==> src/rtl/ddr_burst_arbiter_if.sv <==
// Bus bundle between the two channel FIFO controllers, the burst arbiter and the DDR controller.
// The master modport is the arbiter's view; slave is the view of the surrounding requesters and controller.
interface ddr_burst_arbiter_if #(
  parameter int ADDR_W = 25,
  parameter int DATA_W = 32,
  parameter int LEN_W  = 10
);
  logic              ch0_wr_burst_req;
  logic [ADDR_W-1:0] ch0_wr_burst_addr;
  logic [LEN_W-1:0]  ch0_wr_burst_len;
  logic [DATA_W-1:0] ch0_wr_burst_data;
  logic              ch0_wr_burst_data_req;
  logic              ch0_wr_burst_finish;
  logic              ch0_rd_burst_req;
  logic [ADDR_W-1:0] ch0_rd_burst_addr;
  logic [LEN_W-1:0]  ch0_rd_burst_len;
  logic              ch0_rd_burst_data_valid;
  logic [DATA_W-1:0] ch0_rd_burst_data;
  logic              ch0_rd_burst_finish;

  logic              ch1_wr_burst_req;
  logic [ADDR_W-1:0] ch1_wr_burst_addr;
  logic [LEN_W-1:0]  ch1_wr_burst_len;
  logic [DATA_W-1:0] ch1_wr_burst_data;
  logic              ch1_wr_burst_data_req;
  logic              ch1_wr_burst_finish;
  logic              ch1_rd_burst_req;
  logic [ADDR_W-1:0] ch1_rd_burst_addr;
  logic [LEN_W-1:0]  ch1_rd_burst_len;
  logic              ch1_rd_burst_data_valid;
  logic [DATA_W-1:0] ch1_rd_burst_data;
  logic              ch1_rd_burst_finish;

  logic              m_wr_burst_req;
  logic              m_rd_burst_req;
  logic [ADDR_W-1:0] m_burst_addr;
  logic [LEN_W-1:0]  m_burst_len;
  logic [DATA_W-1:0] m_wr_burst_data;
  logic              m_wr_burst_data_req;
  logic              m_rd_burst_data_valid;
  logic              m_wr_burst_finish;
  logic              m_rd_burst_finish;
  logic [DATA_W-1:0] m_rd_burst_data;

  logic [1:0]        grant_idx;
  logic              busy;
  logic              timeout_err;

  modport master (
    input  ch0_wr_burst_req, ch0_wr_burst_addr, ch0_wr_burst_len, ch0_wr_burst_data,
    output ch0_wr_burst_data_req, ch0_wr_burst_finish,
    input  ch0_rd_burst_req, ch0_rd_burst_addr, ch0_rd_burst_len,
    output ch0_rd_burst_data_valid, ch0_rd_burst_data, ch0_rd_burst_finish,
    input  ch1_wr_burst_req, ch1_wr_burst_addr, ch1_wr_burst_len, ch1_wr_burst_data,
    output ch1_wr_burst_data_req, ch1_wr_burst_finish,
    input  ch1_rd_burst_req, ch1_rd_burst_addr, ch1_rd_burst_len,
    output ch1_rd_burst_data_valid, ch1_rd_burst_data, ch1_rd_burst_finish,
    output m_wr_burst_req, m_rd_burst_req, m_burst_addr, m_burst_len, m_wr_burst_data,
    input  m_wr_burst_data_req, m_rd_burst_data_valid, m_wr_burst_finish, m_rd_burst_finish,
    input  m_rd_burst_data,
    output grant_idx, busy, timeout_err
  );

  modport slave (
    output ch0_wr_burst_req, ch0_wr_burst_addr, ch0_wr_burst_len, ch0_wr_burst_data,
    input  ch0_wr_burst_data_req, ch0_wr_burst_finish,
    output ch0_rd_burst_req, ch0_rd_burst_addr, ch0_rd_burst_len,
    input  ch0_rd_burst_data_valid, ch0_rd_burst_data, ch0_rd_burst_finish,
    output ch1_wr_burst_req, ch1_wr_burst_addr, ch1_wr_burst_len, ch1_wr_burst_data,
    input  ch1_wr_burst_data_req, ch1_wr_burst_finish,
    output ch1_rd_burst_req, ch1_rd_burst_addr, ch1_rd_burst_len,
    input  ch1_rd_burst_data_valid, ch1_rd_burst_data, ch1_rd_burst_finish,
    input  m_wr_burst_req, m_rd_burst_req, m_burst_addr, m_burst_len, m_wr_burst_data,
    output m_wr_burst_data_req, m_rd_burst_data_valid, m_wr_burst_finish, m_rd_burst_finish,
    output m_rd_burst_data,
    input  grant_idx, busy, timeout_err
  );
endinterface

==> src/rtl/ddr_burst_arbiter.sv <==
// Round-robin arbiter sharing one DDR controller burst port between ch0/ch1 write and read requesters.
// Whole bursts are serialised; a watchdog aborts any burst the controller never finishes.
module ddr_burst_arbiter #(
  parameter int ADDR_W  = 25,
  parameter int DATA_W  = 32,
  parameter int LEN_W   = 10,
  parameter int TIMEOUT = 4096
) (
  input logic clk,
  input logic rst,
  ddr_burst_arbiter_if.master bus
);

  typedef enum logic [1:0] {IDLE, WR_BUSY, RD_BUSY, RELEASE} state_t;

  localparam int WD_W = $clog2(TIMEOUT) + 1;

  state_t            state;
  logic [1:0]        rr_ptr;
  logic [WD_W-1:0]   wdog;
  logic [3:0]        req_vec;
  logic [1:0]        cand;
  logic              pick_valid;
  logic [1:0]        pick_idx;
  logic [ADDR_W-1:0] pick_addr;
  logic [LEN_W-1:0]  pick_len;
  logic              wr_active;
  logic              rd_active;
  logic              fin_match;
  logic              abort;
  logic              done;

  assign req_vec = {bus.ch1_rd_burst_req, bus.ch1_wr_burst_req,
                    bus.ch0_rd_burst_req, bus.ch0_wr_burst_req};

  // Scan starting just after the last grant; offset 4 wraps back to rr_ptr itself.
  always_comb begin
    pick_valid = 1'b0;
    pick_idx   = rr_ptr;
    cand       = rr_ptr;
    for (int i = 1; i <= 4; i++) begin
      cand = rr_ptr + 2'(i);
      if (!pick_valid && req_vec[cand]) begin
        pick_valid = 1'b1;
        pick_idx   = cand;
      end
    end
  end

  always_comb begin
    pick_addr = '0;
    pick_len  = '0;
    case (pick_idx)
      2'd0: begin
        pick_addr = bus.ch0_wr_burst_addr;
        pick_len  = bus.ch0_wr_burst_len;
      end
      2'd1: begin
        pick_addr = bus.ch0_rd_burst_addr;
        pick_len  = bus.ch0_rd_burst_len;
      end
      2'd2: begin
        pick_addr = bus.ch1_wr_burst_addr;
        pick_len  = bus.ch1_wr_burst_len;
      end
      default: begin
        pick_addr = bus.ch1_rd_burst_addr;
        pick_len  = bus.ch1_rd_burst_len;
      end
    endcase
  end

  assign wr_active = (state == WR_BUSY);
  assign rd_active = (state == RD_BUSY);

  // Only the finish matching the current burst type counts; anything else is ignored.
  assign fin_match = (wr_active && bus.m_wr_burst_finish) ||
                     (rd_active && bus.m_rd_burst_finish);
  assign abort     = (wr_active || rd_active) && !fin_match &&
                     (wdog == WD_W'(TIMEOUT - 1));
  assign done      = fin_match || abort;

  assign bus.ch0_wr_burst_data_req   = wr_active && (bus.grant_idx == 2'd0) && bus.m_wr_burst_data_req;
  assign bus.ch1_wr_burst_data_req   = wr_active && (bus.grant_idx == 2'd2) && bus.m_wr_burst_data_req;
  assign bus.ch0_rd_burst_data_valid = rd_active && (bus.grant_idx == 2'd1) && bus.m_rd_burst_data_valid;
  assign bus.ch1_rd_burst_data_valid = rd_active && (bus.grant_idx == 2'd3) && bus.m_rd_burst_data_valid;

  assign bus.ch0_wr_burst_finish = wr_active && (bus.grant_idx == 2'd0) && done;
  assign bus.ch1_wr_burst_finish = wr_active && (bus.grant_idx == 2'd2) && done;
  assign bus.ch0_rd_burst_finish = rd_active && (bus.grant_idx == 2'd1) && done;
  assign bus.ch1_rd_burst_finish = rd_active && (bus.grant_idx == 2'd3) && done;

  assign bus.ch0_rd_burst_data = bus.m_rd_burst_data;
  assign bus.ch1_rd_burst_data = bus.m_rd_burst_data;

  always_comb begin
    bus.m_wr_burst_data = '0;
    if (wr_active) begin
      bus.m_wr_burst_data = bus.grant_idx[1] ? bus.ch1_wr_burst_data : bus.ch0_wr_burst_data;
    end
  end

  // rr_ptr resets to 3 so that the first scan starts at ch0 write.
  always_ff @(posedge clk) begin
    if (rst) begin
      state           <= IDLE;
      rr_ptr          <= 2'd3;
      wdog            <= '0;
      bus.grant_idx   <= 2'd0;
      bus.m_burst_addr <= '0;
      bus.m_burst_len <= '0;
      bus.m_wr_burst_req <= 1'b0;
      bus.m_rd_burst_req <= 1'b0;
      bus.busy        <= 1'b0;
      bus.timeout_err <= 1'b0;
    end else begin
      case (state)
        IDLE: begin
          if (pick_valid) begin
            bus.grant_idx    <= pick_idx;
            rr_ptr           <= pick_idx;
            bus.m_burst_addr <= pick_addr;
            bus.m_burst_len  <= pick_len;
            wdog             <= '0;
            bus.busy         <= 1'b1;
            if (pick_idx[0]) begin
              state              <= RD_BUSY;
              bus.m_rd_burst_req <= 1'b1;
            end else begin
              state              <= WR_BUSY;
              bus.m_wr_burst_req <= 1'b1;
            end
          end
        end
        WR_BUSY, RD_BUSY: begin
          if (done) begin
            state              <= RELEASE;
            bus.m_wr_burst_req <= 1'b0;
            bus.m_rd_burst_req <= 1'b0;
            bus.busy           <= 1'b0;
            if (abort) begin
              bus.timeout_err <= 1'b1;
            end
          end else begin
            wdog <= wdog + WD_W'(1);
          end
        end
        RELEASE: begin
          state <= IDLE;
        end
        default: begin
          state <= IDLE;
        end
      endcase
    end
  end

endmodule

==> src/flat_wrapper.sv <==
// flat-port wrapper written by rule: the top's interface ports become plain ports
module ddr_burst_arbiter_flat 
#(
  parameter int ADDR_W  = 25,
  parameter int DATA_W  = 32,
  parameter int LEN_W   = 10,
  parameter int TIMEOUT = 4096
)
  (clk, rst, bus_ch0_wr_burst_req, bus_ch0_wr_burst_addr, bus_ch0_wr_burst_len, bus_ch0_wr_burst_data, bus_ch0_wr_burst_data_req, bus_ch0_wr_burst_finish, bus_ch0_rd_burst_req, bus_ch0_rd_burst_addr, bus_ch0_rd_burst_len, bus_ch0_rd_burst_data_valid, bus_ch0_rd_burst_data, bus_ch0_rd_burst_finish, bus_ch1_wr_burst_req, bus_ch1_wr_burst_addr, bus_ch1_wr_burst_len, bus_ch1_wr_burst_data, bus_ch1_wr_burst_data_req, bus_ch1_wr_burst_finish, bus_ch1_rd_burst_req, bus_ch1_rd_burst_addr, bus_ch1_rd_burst_len, bus_ch1_rd_burst_data_valid, bus_ch1_rd_burst_data, bus_ch1_rd_burst_finish, bus_m_wr_burst_req, bus_m_rd_burst_req, bus_m_burst_addr, bus_m_burst_len, bus_m_wr_burst_data, bus_m_wr_burst_data_req, bus_m_rd_burst_data_valid, bus_m_wr_burst_finish, bus_m_rd_burst_finish, bus_m_rd_burst_data, bus_grant_idx, bus_busy, bus_timeout_err);
  ddr_burst_arbiter_if #(.ADDR_W(ADDR_W), .DATA_W(DATA_W), .LEN_W(LEN_W)) bus_i ();
  input logic clk;
  input logic rst;
  input wire logic [$bits(bus_i.ch0_wr_burst_req)-1:0] bus_ch0_wr_burst_req;
  input wire logic [$bits(bus_i.ch0_wr_burst_addr)-1:0] bus_ch0_wr_burst_addr;
  input wire logic [$bits(bus_i.ch0_wr_burst_len)-1:0] bus_ch0_wr_burst_len;
  input wire logic [$bits(bus_i.ch0_wr_burst_data)-1:0] bus_ch0_wr_burst_data;
  output wire logic [$bits(bus_i.ch0_wr_burst_data_req)-1:0] bus_ch0_wr_burst_data_req;
  output wire logic [$bits(bus_i.ch0_wr_burst_finish)-1:0] bus_ch0_wr_burst_finish;
  input wire logic [$bits(bus_i.ch0_rd_burst_req)-1:0] bus_ch0_rd_burst_req;
  input wire logic [$bits(bus_i.ch0_rd_burst_addr)-1:0] bus_ch0_rd_burst_addr;
  input wire logic [$bits(bus_i.ch0_rd_burst_len)-1:0] bus_ch0_rd_burst_len;
  output wire logic [$bits(bus_i.ch0_rd_burst_data_valid)-1:0] bus_ch0_rd_burst_data_valid;
  output wire logic [$bits(bus_i.ch0_rd_burst_data)-1:0] bus_ch0_rd_burst_data;
  output wire logic [$bits(bus_i.ch0_rd_burst_finish)-1:0] bus_ch0_rd_burst_finish;
  input wire logic [$bits(bus_i.ch1_wr_burst_req)-1:0] bus_ch1_wr_burst_req;
  input wire logic [$bits(bus_i.ch1_wr_burst_addr)-1:0] bus_ch1_wr_burst_addr;
  input wire logic [$bits(bus_i.ch1_wr_burst_len)-1:0] bus_ch1_wr_burst_len;
  input wire logic [$bits(bus_i.ch1_wr_burst_data)-1:0] bus_ch1_wr_burst_data;
  output wire logic [$bits(bus_i.ch1_wr_burst_data_req)-1:0] bus_ch1_wr_burst_data_req;
  output wire logic [$bits(bus_i.ch1_wr_burst_finish)-1:0] bus_ch1_wr_burst_finish;
  input wire logic [$bits(bus_i.ch1_rd_burst_req)-1:0] bus_ch1_rd_burst_req;
  input wire logic [$bits(bus_i.ch1_rd_burst_addr)-1:0] bus_ch1_rd_burst_addr;
  input wire logic [$bits(bus_i.ch1_rd_burst_len)-1:0] bus_ch1_rd_burst_len;
  output wire logic [$bits(bus_i.ch1_rd_burst_data_valid)-1:0] bus_ch1_rd_burst_data_valid;
  output wire logic [$bits(bus_i.ch1_rd_burst_data)-1:0] bus_ch1_rd_burst_data;
  output wire logic [$bits(bus_i.ch1_rd_burst_finish)-1:0] bus_ch1_rd_burst_finish;
  output wire logic [$bits(bus_i.m_wr_burst_req)-1:0] bus_m_wr_burst_req;
  output wire logic [$bits(bus_i.m_rd_burst_req)-1:0] bus_m_rd_burst_req;
  output wire logic [$bits(bus_i.m_burst_addr)-1:0] bus_m_burst_addr;
  output wire logic [$bits(bus_i.m_burst_len)-1:0] bus_m_burst_len;
  output wire logic [$bits(bus_i.m_wr_burst_data)-1:0] bus_m_wr_burst_data;
  input wire logic [$bits(bus_i.m_wr_burst_data_req)-1:0] bus_m_wr_burst_data_req;
  input wire logic [$bits(bus_i.m_rd_burst_data_valid)-1:0] bus_m_rd_burst_data_valid;
  input wire logic [$bits(bus_i.m_wr_burst_finish)-1:0] bus_m_wr_burst_finish;
  input wire logic [$bits(bus_i.m_rd_burst_finish)-1:0] bus_m_rd_burst_finish;
  input wire logic [$bits(bus_i.m_rd_burst_data)-1:0] bus_m_rd_burst_data;
  output wire logic [$bits(bus_i.grant_idx)-1:0] bus_grant_idx;
  output wire logic [$bits(bus_i.busy)-1:0] bus_busy;
  output wire logic [$bits(bus_i.timeout_err)-1:0] bus_timeout_err;
  assign bus_i.ch0_wr_burst_req = bus_ch0_wr_burst_req;
  assign bus_i.ch0_wr_burst_addr = bus_ch0_wr_burst_addr;
  assign bus_i.ch0_wr_burst_len = bus_ch0_wr_burst_len;
  assign bus_i.ch0_wr_burst_data = bus_ch0_wr_burst_data;
  assign bus_ch0_wr_burst_data_req = bus_i.ch0_wr_burst_data_req;
  assign bus_ch0_wr_burst_finish = bus_i.ch0_wr_burst_finish;
  assign bus_i.ch0_rd_burst_req = bus_ch0_rd_burst_req;
  assign bus_i.ch0_rd_burst_addr = bus_ch0_rd_burst_addr;
  assign bus_i.ch0_rd_burst_len = bus_ch0_rd_burst_len;
  assign bus_ch0_rd_burst_data_valid = bus_i.ch0_rd_burst_data_valid;
  assign bus_ch0_rd_burst_data = bus_i.ch0_rd_burst_data;
  assign bus_ch0_rd_burst_finish = bus_i.ch0_rd_burst_finish;
  assign bus_i.ch1_wr_burst_req = bus_ch1_wr_burst_req;
  assign bus_i.ch1_wr_burst_addr = bus_ch1_wr_burst_addr;
  assign bus_i.ch1_wr_burst_len = bus_ch1_wr_burst_len;
  assign bus_i.ch1_wr_burst_data = bus_ch1_wr_burst_data;
  assign bus_ch1_wr_burst_data_req = bus_i.ch1_wr_burst_data_req;
  assign bus_ch1_wr_burst_finish = bus_i.ch1_wr_burst_finish;
  assign bus_i.ch1_rd_burst_req = bus_ch1_rd_burst_req;
  assign bus_i.ch1_rd_burst_addr = bus_ch1_rd_burst_addr;
  assign bus_i.ch1_rd_burst_len = bus_ch1_rd_burst_len;
  assign bus_ch1_rd_burst_data_valid = bus_i.ch1_rd_burst_data_valid;
  assign bus_ch1_rd_burst_data = bus_i.ch1_rd_burst_data;
  assign bus_ch1_rd_burst_finish = bus_i.ch1_rd_burst_finish;
  assign bus_m_wr_burst_req = bus_i.m_wr_burst_req;
  assign bus_m_rd_burst_req = bus_i.m_rd_burst_req;
  assign bus_m_burst_addr = bus_i.m_burst_addr;
  assign bus_m_burst_len = bus_i.m_burst_len;
  assign bus_m_wr_burst_data = bus_i.m_wr_burst_data;
  assign bus_i.m_wr_burst_data_req = bus_m_wr_burst_data_req;
  assign bus_i.m_rd_burst_data_valid = bus_m_rd_burst_data_valid;
  assign bus_i.m_wr_burst_finish = bus_m_wr_burst_finish;
  assign bus_i.m_rd_burst_finish = bus_m_rd_burst_finish;
  assign bus_i.m_rd_burst_data = bus_m_rd_burst_data;
  assign bus_grant_idx = bus_i.grant_idx;
  assign bus_busy = bus_i.busy;
  assign bus_timeout_err = bus_i.timeout_err;
  ddr_burst_arbiter #(.ADDR_W(ADDR_W), .DATA_W(DATA_W), .LEN_W(LEN_W), .TIMEOUT(TIMEOUT)) u_core (.clk(clk), .rst(rst), .bus(bus_i));
endmodule
==> config.mk <==
export PLATFORM = sky130hd
export DESIGN_NAME = ddr_burst_arbiter_flat
export DESIGN_NICKNAME = d
export VERILOG_FILES = /design/src/rtl/ddr_burst_arbiter_if.sv /design/src/rtl/ddr_burst_arbiter.sv /design/src/flat_wrapper.sv
export SDC_FILE = /design/constraint.sdc
export NUM_CORES = 1
export LEC_CHECK = 0
export CORE_AREA = 2 2 150 152
export DETAILED_ROUTE_END_ITERATION = 6
export DIE_AREA = 0 0 152 154
export GPL_TIMING_DRIVEN = 0
export SLEW_MARGIN = 25
export SYNTH_ARGS = -nofsm -noshare
export SYNTH_HDL_FRONTEND = slang
export SYNTH_SLANG_ARGS = --single-unit
==> constraint.sdc <==
create_clock -name clk -period 4.9 [get_ports clk]
set_clock_uncertainty 0.2 [all_clocks]
set_input_delay 1.225 -clock clk [delete_from_list [all_inputs] [get_ports clk]]
set_output_delay 1.225 -clock clk [all_outputs]
set_load 0.01 [all_outputs]
* Word-level counts from Yosys, hierarchy flattened
Cells that the tools add are included.
** Operators by class
- Mux-type cells :: 36
- Reductions and logical operators :: 38
- Equal/unequal tests :: 14
- Add/sub/neg operators :: 4
- $lt $le $gt $ge :: 4
** Operators by type and width (number)
- 25-bit one-hot mux with 3 select lines :: 1
- 32-bit two-way mux :: 2
- 10-bit one-hot mux with 3 select lines :: 1
- 13-bit two-way mux :: 2
- 13-bit one-hot mux with 2 select lines :: 1
- 1-bit logical AND :: 19
- 1-bit two-way mux :: 14
- 2-bit two-way mux :: 7
- 13-bit by 1-bit adder with 13-bit output (second input constant) :: 1
- 13-bit by 12-bit == test with 1-bit output (second input constant) :: 1
- 2-bit by 3-bit less-than comparator with 1-bit output (second input constant) :: 4
- 2-bit == test (second input constant) :: 5
- 3-bit AND reduction :: 3
- 1-bit binary-select mux with 2-bit select :: 4
- 4-bit AND reduction :: 2
- 2-bit by 1-bit == test with 1-bit output (second input constant) :: 3
- 2-bit logical NOT :: 3
- 2-bit by 1-bit inequality test with 1-bit output (second input constant) :: 3
- 1-bit one-hot mux with 2 select lines :: 3
- 2-bit one-hot mux with 3 select lines :: 1
- 2-bit adder (second input constant) :: 2
- 1-bit logical NOT :: 4
- 2-bit inequality test (second input constant) :: 2
- 2-bit AND reduction :: 2
- other kinds (4) :: 6
** Storage, ports and cells
- Output and inout port bits :: 145
- Bits in registers :: 58
- Input port bits :: 246

* Depth between registers and ports, before layout
- Word-level depth :: 16
- Depth in mapped cells :: 9
- Gate-level depth less buffers :: 7

* Least setup slack after synthesis
Ideal clock, no wire load.
- Path kind :: register to output
- From :: register u_core.state[1]
- To :: output port bus_ch0_wr_burst_finish
- Path buffers :: 1
- Stages on the path, launching flop included :: 9
- Arrival :: 1.895 ns
- Data required time :: 3.475 ns
- Path slack :: 1.580 ns
- Cells stage by stage :: dfxtp_1 inv_1 ha_1 buf_2 nand4b_1 or4_4 nand2_1 nand2_1 nor3_1
** Between the ends
- Word-level cells in the longest chain between the ends :: 8
- Elaborated cells on any way between the ends :: 12
- Those cells by class :: 2 x eq/ne; 10 x reduce/logical
** Ends and longest elaborated chain
- start, declared :: RTL line ddr_burst_arbiter.sv:18 : state_t state;
- start signal, assigned :: RTL line ddr_burst_arbiter.sv:106 : state <= IDLE;
- start signal, assigned :: RTL line ddr_burst_arbiter.sv:127 : state <= RD_BUSY;
- start signal, assigned :: RTL line ddr_burst_arbiter.sv:130 : state <= WR_BUSY;
- 2-bit by 1-bit == test with 1-bit output or 2-bit == test (tied branches) :: RTL line ddr_burst_arbiter.sv:73, ddr_burst_arbiter.sv:74
- 1-bit logical AND (on tied branches) :: RTL line ddr_burst_arbiter.sv:77, ddr_burst_arbiter.sv:78
- 1-bit logical OR :: RTL line ddr_burst_arbiter.sv:77 : assign fin_match = (wr_active && bus.m_wr_burst_finish) ||
- 1-bit logical NOT :: RTL line ddr_burst_arbiter.sv:79 : assign abort = (wr_active || rd_active) && !fin_match &&
- 1-bit logical AND (2 in series) :: RTL line ddr_burst_arbiter.sv:79
- 1-bit logical OR :: RTL line ddr_burst_arbiter.sv:81 : assign done = fin_match || abort;
- 1-bit logical AND (*) :: RTL line ddr_burst_arbiter.sv:88 : assign bus.ch0_wr_burst_finish = wr_active && (bus.grant_idx == 2'd0) && done;
- end, declared :: RTL line flat_wrapper.sv:18 : output wire logic [$bits(bus_i.ch0_wr_burst_finish)-1:0] bus_ch0_wr_burst_finish;
Every way passes the cells marked *; elsewhere a longest branch is shown, timed or not.

* Worst setup path in the final report
- From :: register u_core.state[1]
- To :: output port bus_ch0_rd_burst_finish
** Between the ends
- Word-level cells in the longest chain between the ends :: 8
- Elaborated cells on any way between the ends :: 12
- Those cells by class :: 2 x eq/ne; 10 x reduce/logical
** Ends and longest elaborated chain
- 2-bit by 1-bit == test with 1-bit output or 2-bit == test (tied branches) :: RTL line ddr_burst_arbiter.sv:73, ddr_burst_arbiter.sv:74
- 1-bit logical AND (on tied branches) :: RTL line ddr_burst_arbiter.sv:77, ddr_burst_arbiter.sv:78
- 1-bit logical OR :: RTL line ddr_burst_arbiter.sv:77
- 1-bit logical NOT :: RTL line ddr_burst_arbiter.sv:79
- 1-bit logical AND (2 in series) :: RTL line ddr_burst_arbiter.sv:79
- 1-bit logical OR :: RTL line ddr_burst_arbiter.sv:81
- 1-bit logical AND (*) :: RTL line ddr_burst_arbiter.sv:90 : assign bus.ch0_rd_burst_finish = rd_active && (bus.grant_idx == 2'd1) && done;
- end, declared :: RTL line flat_wrapper.sv:24 : output wire logic [$bits(bus_i.ch0_rd_burst_finish)-1:0] bus_ch0_rd_burst_finish;
Marked as above.

==> out/qor.csv <==
metric,value,unit
run_status,finished clean,
r2r_cells,8,
postCtsSetupBuffers,0,
worst_slew_pin_slew,0.726,ns
synth_edf_count,0,
crit_path_arrival_time,2.96,ns
vias_in_the_first_global_route,5386,
fp.coreArea,21700,um^2
design.portCount,391,
ys_types,48,
grt.total_usage,0.164,
postSynthNetCount,787,
netlist_area,4310,um^2
power_per_cell_area,391,nW/um^2
placementRows,54,
vias,5371,
final.hold.worst_slack,0.250,ns
critPathLaunchType,flop,
maximum_net_fanout_on_the_critical_path,10,
htree_num_levels,3,
clock_sink_count,58,
synth_flop_cell,sky130_fd_sc_hd__dfxtp_1,
cts.clk_slew.worst_paths,0.06,ns
floorplan.die_area,23400,um^2
worst_hold_path.num_cells,2,
gr-total-overflow,0,
cap_viol_max_count,0,
via_per_inst,4.52,
clockRootBuffer,sky130_fd_sc_hd__clkbuf_16,
antenna_violating_nets_left,0,
port_buffers,358,
final.min_clock_period,4.38,ns
relSlewSlack,0.516,
gp_routability_congestion,0.800,
asyncSetResetFlopFracSynth,0,
timing.critical_path.required,3.47,ns
die_height,154,um
post_detailed_routing_wire_length,20.1,mm
layout.core_utilization,0.394,
timing.fmax,228,MHz
drcViolationCount,0,
grt_first_pass_wirelength,30.3,mm
first_iter_violations,171,
layout_worst_path_cycle_share,0.894,
numCtsBuffers,9,
grt_max_degree,11,
post_synth.cell_area_avg,8.05,um^2
routed_length_per_instance,16.9,um
synthToLayoutAreaGrowth,98.4,%
max-clock-path-buffers,2,
hp-class,reg -> reg,
grt_setup_unrepaired,false,
antenna_diodes,0,
cts-resized-gates,0,
maxSlewViolCount,0,
ir_drop,0.000189,V
die-width,152,um
yosysWarnings,0,
first_pass_iters,4,
start_util,0.199,
tritoncts,done,
worstSetupPathType,reg -> out,
end_kind,primary output,
design.final.nets,1156,
final_hold_viol_count,0,
post_synth_inst_count,535,
layout_commonest_cell,sky130_fd_sc_hd__clkdlybuf4s50_1,
flip_flop_and_latch_count_after_synthesis,58,
layout.cells.most_common_list,"sky130_fd_sc_hd__clkdlybuf4s50_1 (358), sky130_fd_sc_hd__buf_4 (65), sky130_fd_sc_hd__nor3_1 (64)",
total_leakage_power,0.00314,uW
grt_antenna_before_repair,0,
final_layout_size_suffix_gt1_frac,0.112,
clock_insertion_delay_worst_skew,0.33,ns
cts-hold-fix-buffers,0,
tns,0,ns
synth_sequential_area_ratio,0.270,
setup_viol_count_final,0,
dpl.hpwl,16.5,mm
## logic make-up after synthesis
kind of cell	share of synthesized area
buffers and inverters	0.156
adders and majority gates	0.0174
muxes	0.116
xor gates and xnor gates	0.0183
DFF	0.270
and+or+nand+nor	0.250
AOI/OAI and AO/OA	0.172
## registers in the layout, summed over array words and instances, names as in the netlist, 2 cells and up
signal and flops:
u_core.bus.m_burst_len 10, u_core.wdog 13, u_core.bus.grant_idx 2, u_core.state 2
u_core.bus.m_burst_addr 25, u_core.rr_ptr 2
## routing by layer
metal	vias to the layer above	share of wire	global-route usage
met3	16	0.078	0.0490
met4	0	0.018	0.0458
met1	2464	0.38	0.174
met2	275	0.52	0.314
met5	-	0	0
li1	2616	-	-
## through the flow
stage / setup slack [ns] / instance area [um^2] / power (uW) / cells
finish: 0.518 / 8550 / 3340 / 1189
global route: 0.278 / 8550 / 3570 / 1189
CTS: 0.467 / 8550 / 3400 / 1189
detailed placement: 0.549 / 8240 / 2730 / 1173
global placement: 0.553 / 8240 / 2730 / 1173
floorplan: 1.58 / 4310 / 1730 / 535
## final cells by class
| cell class | instances | area [um^2] |
|---|---|---|
| fill | 2212 | 13100 |
| sequential | 58 | 1160 |
| tap | 280 | 350 |
| multi-input combinational | 367 | 2470 |
| clock inverter | 4 | 50.0 |
| clock buffer | 12 | 256 |
| timing repair buffer | 358 | 3580 |
| buffer | 102 | 642 |
| inverter | 8 | 30.0 |
## critical path, stage by stage, from the launching register on
cell and delay, ns:
sky130_fd_sc_hd__dfxtp_1 0.39, sky130_fd_sc_hd__inv_1 0.11, sky130_fd_sc_hd__ha_1 0.28, sky130_fd_sc_hd__buf_2 0.22
sky130_fd_sc_hd__nand4b_1 0.12, sky130_fd_sc_hd__or4_4 0.45, sky130_fd_sc_hd__nand2_1 0.24, sky130_fd_sc_hd__nand3_1 0.13
sky130_fd_sc_hd__nor2_1 0.13, sky130_fd_sc_hd__clkdlybuf4s50_1 0.57
## final timing paths
path	from	end	slack [ns]
min	u_core.bus.m_burst_addr[0]	u_core.bus.m_burst_addr[0]	0.25
max reg2reg	u_core.state[0]	u_core.bus.m_burst_addr[19]	2.00
min reg2reg	u_core.bus.m_burst_addr[0]	u_core.bus.m_burst_addr[0]	0.25
max	u_core.state[1]	bus_ch0_rd_burst_finish	0.52
## power by group
part / switching [uW] / total (uW) / internal (uW)
registers: 107 / 748 / 641
clock network: 229 / 650 / 420
logic: 978 / 1940 / 966
## synthesized netlist by cell type, drive strengths merged (2+ instances only)
cell	number	area, um^2
buf	81	563
nor3	64	320
dfxtp	58	1160
nand2	51	191
mux2i	50	500
nor2b	35	219
o221ai	35	307
nor2	28	105
o31ai	28	210
clkbuf	21	78.8
a21oi	8	47.6
inv	8	30.0
nand4	7	50.1
xor2	7	61.3
ha	6	75.1
nand2b	6	37.5
nand3	4	20.0
nand4b	3	26.3
or2	3	18.8
a211oi	2	15.0
a221oi	2	35.0
a22oi	2	20.0
a31oi	2	12.5
and2	2	12.5
and3	2	12.5
o21ai	2	10.0
o2bb2ai	2	17.5
xnor2	2	17.5
Power figures use the tool's default switching activity.
